File: config.mk
export PLATFORM = sky130hd
export DESIGN_NAME = cla_seq_addsub
export DESIGN_NICKNAME = d
export VERILOG_FILES = /design/src/rtl/cla_seq_addsub.sv
export SDC_FILE = /design/constraint.sdc
export NUM_CORES = 1
export LEC_CHECK = 0
export ABC_AREA = 1
export BUFFER_PORTS_ARGS = -buffer_cell sky130_fd_sc_hd__buf_2
export CAP_MARGIN = 20
export CORE_UTILIZATION = 54
export CTS_BUF_LIST = sky130_fd_sc_hd__clkbuf_16
export DETAILED_ROUTE_END_ITERATION = 8
export GPL_TIMING_DRIVEN = 0
export PLACE_DENSITY = 0.8
export SYNTH_ARGS = -nofsm -noshare
export SYNTH_HDL_FRONTEND = slang
export SYNTH_SLANG_ARGS = --single-unit
File: constraint.sdc
create_clock -name clk -period 2.2 [get_ports clk]
set_input_delay 0.11 -clock clk [delete_from_list [all_inputs] [get_ports clk]]
set_output_delay 0.11 -clock clk [all_outputs]
set_load 0.02 [all_outputs]
File: src/rtl/cla_seq_addsub.sv
// Sequential carry-lookahead adder/subtractor: resolves one 4-bit group per clock,
// ripples a registered carry between groups and accumulates word-level group G/P.
module cla_seq_addsub #(
    parameter int WIDTH = 16
) (
    input  logic             clk,
    input  logic             rst_n,
    input  logic             in_valid,
    output logic             in_ready,
    input  logic [WIDTH-1:0] op_a,
    input  logic [WIDTH-1:0] op_b,
    input  logic             sub,
    output logic             out_valid,
    input  logic             out_ready,
    output logic [WIDTH-1:0] result,
    output logic             carry_out,
    output logic             overflow,
    output logic             group_g,
    output logic             group_p
);

    localparam int N   = WIDTH / 4;
    localparam int K_W = (N > 1) ? $clog2(N) : 1;
    localparam logic [K_W-1:0] K_LAST = K_W'(N - 1);

    typedef enum logic [1:0] {IDLE, CALC, DONE} state_t;

    state_t state_q, state_d;
    logic   in_ready_q;

    logic [WIDTH-1:0] a_q, b_q, result_q;
    logic [K_W-1:0]   k_q;
    logic             carry_q, g_acc_q, p_acc_q;
    logic             carry_out_q, overflow_q, group_g_q, group_p_q;

    logic             accept;
    logic [3:0]       a_nib, b_nib, p, g, c, sum_nib;
    logic             gk, pk, carry_next, ovf_next, g_next, p_next;
    logic [WIDTH+3:0] res_cat;

    assign accept = in_valid && in_ready_q;

    // NOTE: every signal driven here gets a default first so no path leaves it
    // unassigned, which would otherwise infer a latch.
    always_comb begin
        state_d = state_q;
        unique case (state_q)
            IDLE:    if (accept) state_d = CALC;
            CALC:    if (k_q == K_LAST) state_d = DONE;
            DONE:    if (out_ready) state_d = IDLE;
            default: state_d = IDLE;
        endcase
    end

    // NOTE: sequential state uses non-blocking assignments so every register
    // samples its inputs from before the edge, independent of statement order.
    always_ff @(posedge clk) begin
        if (!rst_n) begin
            state_q    <= IDLE;
            in_ready_q <= 1'b0;
        end else begin
            state_q    <= state_d;
            in_ready_q <= (state_d == IDLE);
        end
    end

    // Operands are shifted right each CALC cycle, so the active group is always bits [3:0].
    always_comb begin
        a_nib   = a_q[3:0];
        b_nib   = b_q[3:0];
        p       = a_nib | b_nib;
        g       = a_nib & b_nib;
        c[0]    = carry_q;
        c[1]    = g[0] | (p[0] & c[0]);
        c[2]    = g[1] | (p[1] & c[1]);
        c[3]    = g[2] | (p[2] & c[2]);
        sum_nib = a_nib ^ b_nib ^ c;
        gk      = g[3] | (p[3] & g[2]) | (p[3] & p[2] & g[1]) | (p[3] & p[2] & p[1] & g[0]);
        pk      = &p;
        carry_next = gk | (pk & carry_q);
        ovf_next   = c[3] ^ carry_next;
        g_next     = gk | (pk & g_acc_q);
        p_next     = pk & p_acc_q;
        res_cat    = {sum_nib, result_q};
    end

    // The register set is small, so everything is cleared on reset, including
    // the operand and result registers.
    always_ff @(posedge clk) begin
        if (!rst_n) begin
            a_q         <= '0;
            b_q         <= '0;
            result_q    <= '0;
            k_q         <= '0;
            carry_q     <= 1'b0;
            g_acc_q     <= 1'b0;
            p_acc_q     <= 1'b0;
            carry_out_q <= 1'b0;
            overflow_q  <= 1'b0;
            group_g_q   <= 1'b0;
            group_p_q   <= 1'b0;
        end else begin
            unique case (state_q)
                IDLE: begin
                    if (accept) begin
                        a_q     <= op_a;
                        b_q     <= sub ? ~op_b : op_b;
                        carry_q <= sub;
                        k_q     <= '0;
                        g_acc_q <= 1'b0;
                        p_acc_q <= 1'b1;
                    end
                end
                CALC: begin
                    a_q      <= a_q >> 4;
                    b_q      <= b_q >> 4;
                    result_q <= res_cat[WIDTH+3:4];
                    carry_q  <= carry_next;
                    g_acc_q  <= g_next;
                    p_acc_q  <= p_next;
                    if (k_q == K_LAST) begin
                        carry_out_q <= carry_next;
                        overflow_q  <= ovf_next;
                        group_g_q   <= g_next;
                        group_p_q   <= p_next;
                    end else begin
                        k_q <= k_q + K_W'(1);
                    end
                end
                default: ;
            endcase
        end
    end

    assign in_ready  = in_ready_q;
    assign out_valid = (state_q == DONE);
    assign result    = result_q;
    assign carry_out = carry_out_q;
    assign overflow  = overflow_q;
    assign group_g   = group_g_q;
    assign group_p   = group_p_q;

endmodule
==> run summary <==
- 476 — final-stage net count
- adder cells — top cell family by delay on the critical path
- 0.709 — utilization of the core after routing
- 0.439 — Yosys top cell area share
- 4 — first-pass iteration count of the detailed router
- 0 — Max Cap Violations
- 0.204 — layout cells sized above 1
- 0.000495 V — maximum VDD drop
- input port to flop — class of the worst hold path
- 0 — leftover overflow at the end of global routing
- 0.05 ns — CTS clk-pin slew, worst paths
- completed — result of the run
- 0.675 — headroom to the max-slew limit
- dfxtp_1 (44%), nand2_1 (9.5%), nor2_1 (7.9%), o21ai_0 (6.0%), inv_1 (4.5%) — cells taking the most area after synthesis
- 0 — antenna diode count
- 5.05 — Via density
- flop — nature of the critical path endpoint
- 57 — Port Buffers
- 0.260 — sw frac
- 12.5 µm — WL/cell
- 0.572 — starting density of the core
- flop — startpoint types
- 0.451 — part of the total power dissipated in the clock network
- 2.20 ns — data arrival time of the worst path
- 25 — site row count
- 2.47 ns — Required @ worst endpoint
- 3 — total number of H-tree levels
- 60 — number of sinks driven by the clock tree
- 27 — count of different cell masters after synthesis
- 408 — total nets after synthesis
- 0 ns — Fin Setup TNS
- 0 — antenna-violating nets left
- 2518 — total via count in the routed design
- 2740 µm² — netlist area before placement
- flop to flop — category of the most critical setup path
- 3 — CP Buf/Inv Count
- 1.93 ns — post-route minimum period
- 0.00588 ns — largest clock skew in the final design
- 0 — Setup Fix Bufs, Post-CTS
- fa_1 — cell at the slowest stage of the critical path
- 4790 µm² — core outline area
- dfxtp_1 — cell type contributing the most total cell area after synthesis
- 0 — final max-slew violation count
- 0.877 — fin crit share
- 4490 µm — detailed placement HPWL
- 0.412 — Sequential Power Share
- 0 — drt drc
- 2359 — via count of the first global-routing pass
- 0.330 ns — pre-CTS worst setup slack
- 6260 µm — detailed-route wire length
- 0.871 — Routability Congestion
- 0.488 ns — Worst-Margin Slew
- 7.63 µm² — mean area per synthesized cell
- 867 nW/µm² — Power Dens Cells
- 2.94 mW — sum of internal, switching and leakage power
- 9 — cts bufs inserted
- 0.46 ns — Largest stage delay, worst path
- 412 — filler instances
- 0 — final-report hold violation count
- 10300 µm — global-route wire length before repair
- 73.2 µm — width of the die
- clkbuf_16 — cell at the root of the clock tree
- 23.9% — area delta synth->final
- no — RSZ-0062 raised after global routing
- 1.58 nW — leakage component of the power
- 0 — Resized Gates After CTS
- 0.257 — global-route total usage across every layer
- 0 — initial antenna violation count
- 0.439 — proportion of synthesized chip area in sequential cells
- 0.32 ns — clock latency on the worst-skew pair
- 60 — count of state elements after synthesis
- 0.270 ns — post-route worst setup slack
- 73.2 µm — die boundary height
- 11 — pin count of the biggest net entering global routing
- 0 — final setup fails
- yes — clock tree from TritonCTS
- 0.764 mW — Psw
- 5360 µm² — Die ar.
- 163 — number of DRC violations after detailed-routing iteration 0
- fa_1, inv_1, fa_1, fa_1, inv_1, nand4_1, nand3_1, nand2_1, inv_1 — cell-by-cell trace of the critical path
- 518 MHz — maximum frequency from static timing analysis
- 3 — largest fanout of any net on the critical path
- 359 — Mapped Cells
- 2 — maximum buffer depth of the clock tree
- 0 — Yosys warning total
- 59 — boundary pin count
- 0.137 — portion of total power attributed to combinational logic
- 0 — post-cts hold buffer count
- 2.18 mW — internal power summed over all cells
## path summary, 6_finish.rpt
path,startpoint,end,slack [ns],depth (start not counted)
min reg2reg,a_q[13]$_SDFFE_PN0P_,a_q[13]$_SDFFE_PN0P_,0.46,2
min,op_a[12],a_q[12]$_SDFFE_PN0P_,0.03,3
max,b_q[0]$_SDFFE_PN0P_,overflow$_SDFFE_PN0P_,0.27,9
max reg2reg,b_q[0]$_SDFFE_PN0P_,overflow$_SDFFE_PN0P_,0.27,9
## synth_stat cells, drive strengths merged
cell and instances:
buf 8, nor4 1, nand3b 1, nor3 8, xnor2 8, a211oi 4, nand3 8, inv 37
o21ai 33, fa 3, o211ai 12, dfxtp 60, clkbuf 8, ha 9, nand2 71, nand4 1
a31oi 1, xor2 9, nor2 60, a21oi 17
## flip-flops by register name, indices dropped and copies added, names as in the netlist
name	cells
carry_q	1
result	16
a_q	16
in_ready	1
state_q	2
carry_out	1
b_q	16
p_acc_q	1
group_p	1
overflow	1
g_acc_q	1
k_q	2
group_g	1
## logic make-up after synthesis
family | count (synthesis) | synth area share
fa+ha+maj | 12 | 0.0630
buf+inv | 53 | 0.0804
compound gates | 67 | 0.138
flops | 60 | 0.439
xor+xnor | 17 | 0.0544
simple gates | 150 | 0.226
## power by group through the flow
| stage | combinational, mW | sequential, mW | clock (mW) |
|---|---|---|---|
| 6_report | 0.404 | 1.21 | 1.33 |
| 5_1_grt | 0.460 | 1.22 | 1.39 |
| 4_1_cts | 0.406 | 1.21 | 1.33 |
| 3_5_place_dp | 0.402 | 1.23 | 0 |
| 3_3_place_gp | 0.392 | 1.23 | 0 |
| 2_1_floorplan | 0.247 | 1.26 | 0 |
## per-stage QoR
stage | cells | area [µm²] | hold WS [ns]
2_1_floorplan | 359 | 2740 | 0.254
6_report | 499 | 3390 | 0.0327
3_5_place_dp | 483 | 3110 | 0.373
4_1_cts | 499 | 3390 | 0.0393
5_1_grt | 499 | 3390 | 0.0456
3_3_place_gp | 483 | 3110 | 0.362
## layout make-up
class                      instances  area [µm²]  share of cell area
multi-input combinational        246        1320               0.388
sequential                        60        1200               0.354
timing repair buffer              57         285              0.0841
clock buffer                       9         225              0.0664
inverter                          37         139              0.0409
tap                               67        83.8              0.0247
buffer                            16        81.3              0.0240
clock inverter                     7        60.1              0.0177
## per-layer routing
metal,global-route usage,part of all wire,wire length (µm),vias up
met5,0,0,0,-
met4,0.137,0.021,129,0
met3,0.0552,0.057,354,13
met2,0.453,0.50,3130,83
met1,0.290,0.42,2650,1143
li1,-,-,-,1279
## placed cells by master (no fill, tap or decap), types with 2 or more instances in the layout
master and count:
xnor2_1 8, a21oi_1 17, clkbuf_1 8, clkbuf_16 9, o211ai_1 12, a211oi_1 4
xor2_1 9, fa_1 3, nor2_1 58, buf_2 62, nand3_1 7, nand2_1 69
o21ai_0 33, ha_1 9, buf_4 2, inv_1 35, nor3_1 8, nand2_2 2
inv_2 4, dfxtp_1 60, clkinv_2 3
## worst min-delay path, cell delays in order
cell and delay, ns:
buf_2 0.09, nand2_1 0.05, a21oi_1 0.05
No activity file was read; power rests on OpenSTA's default activity.
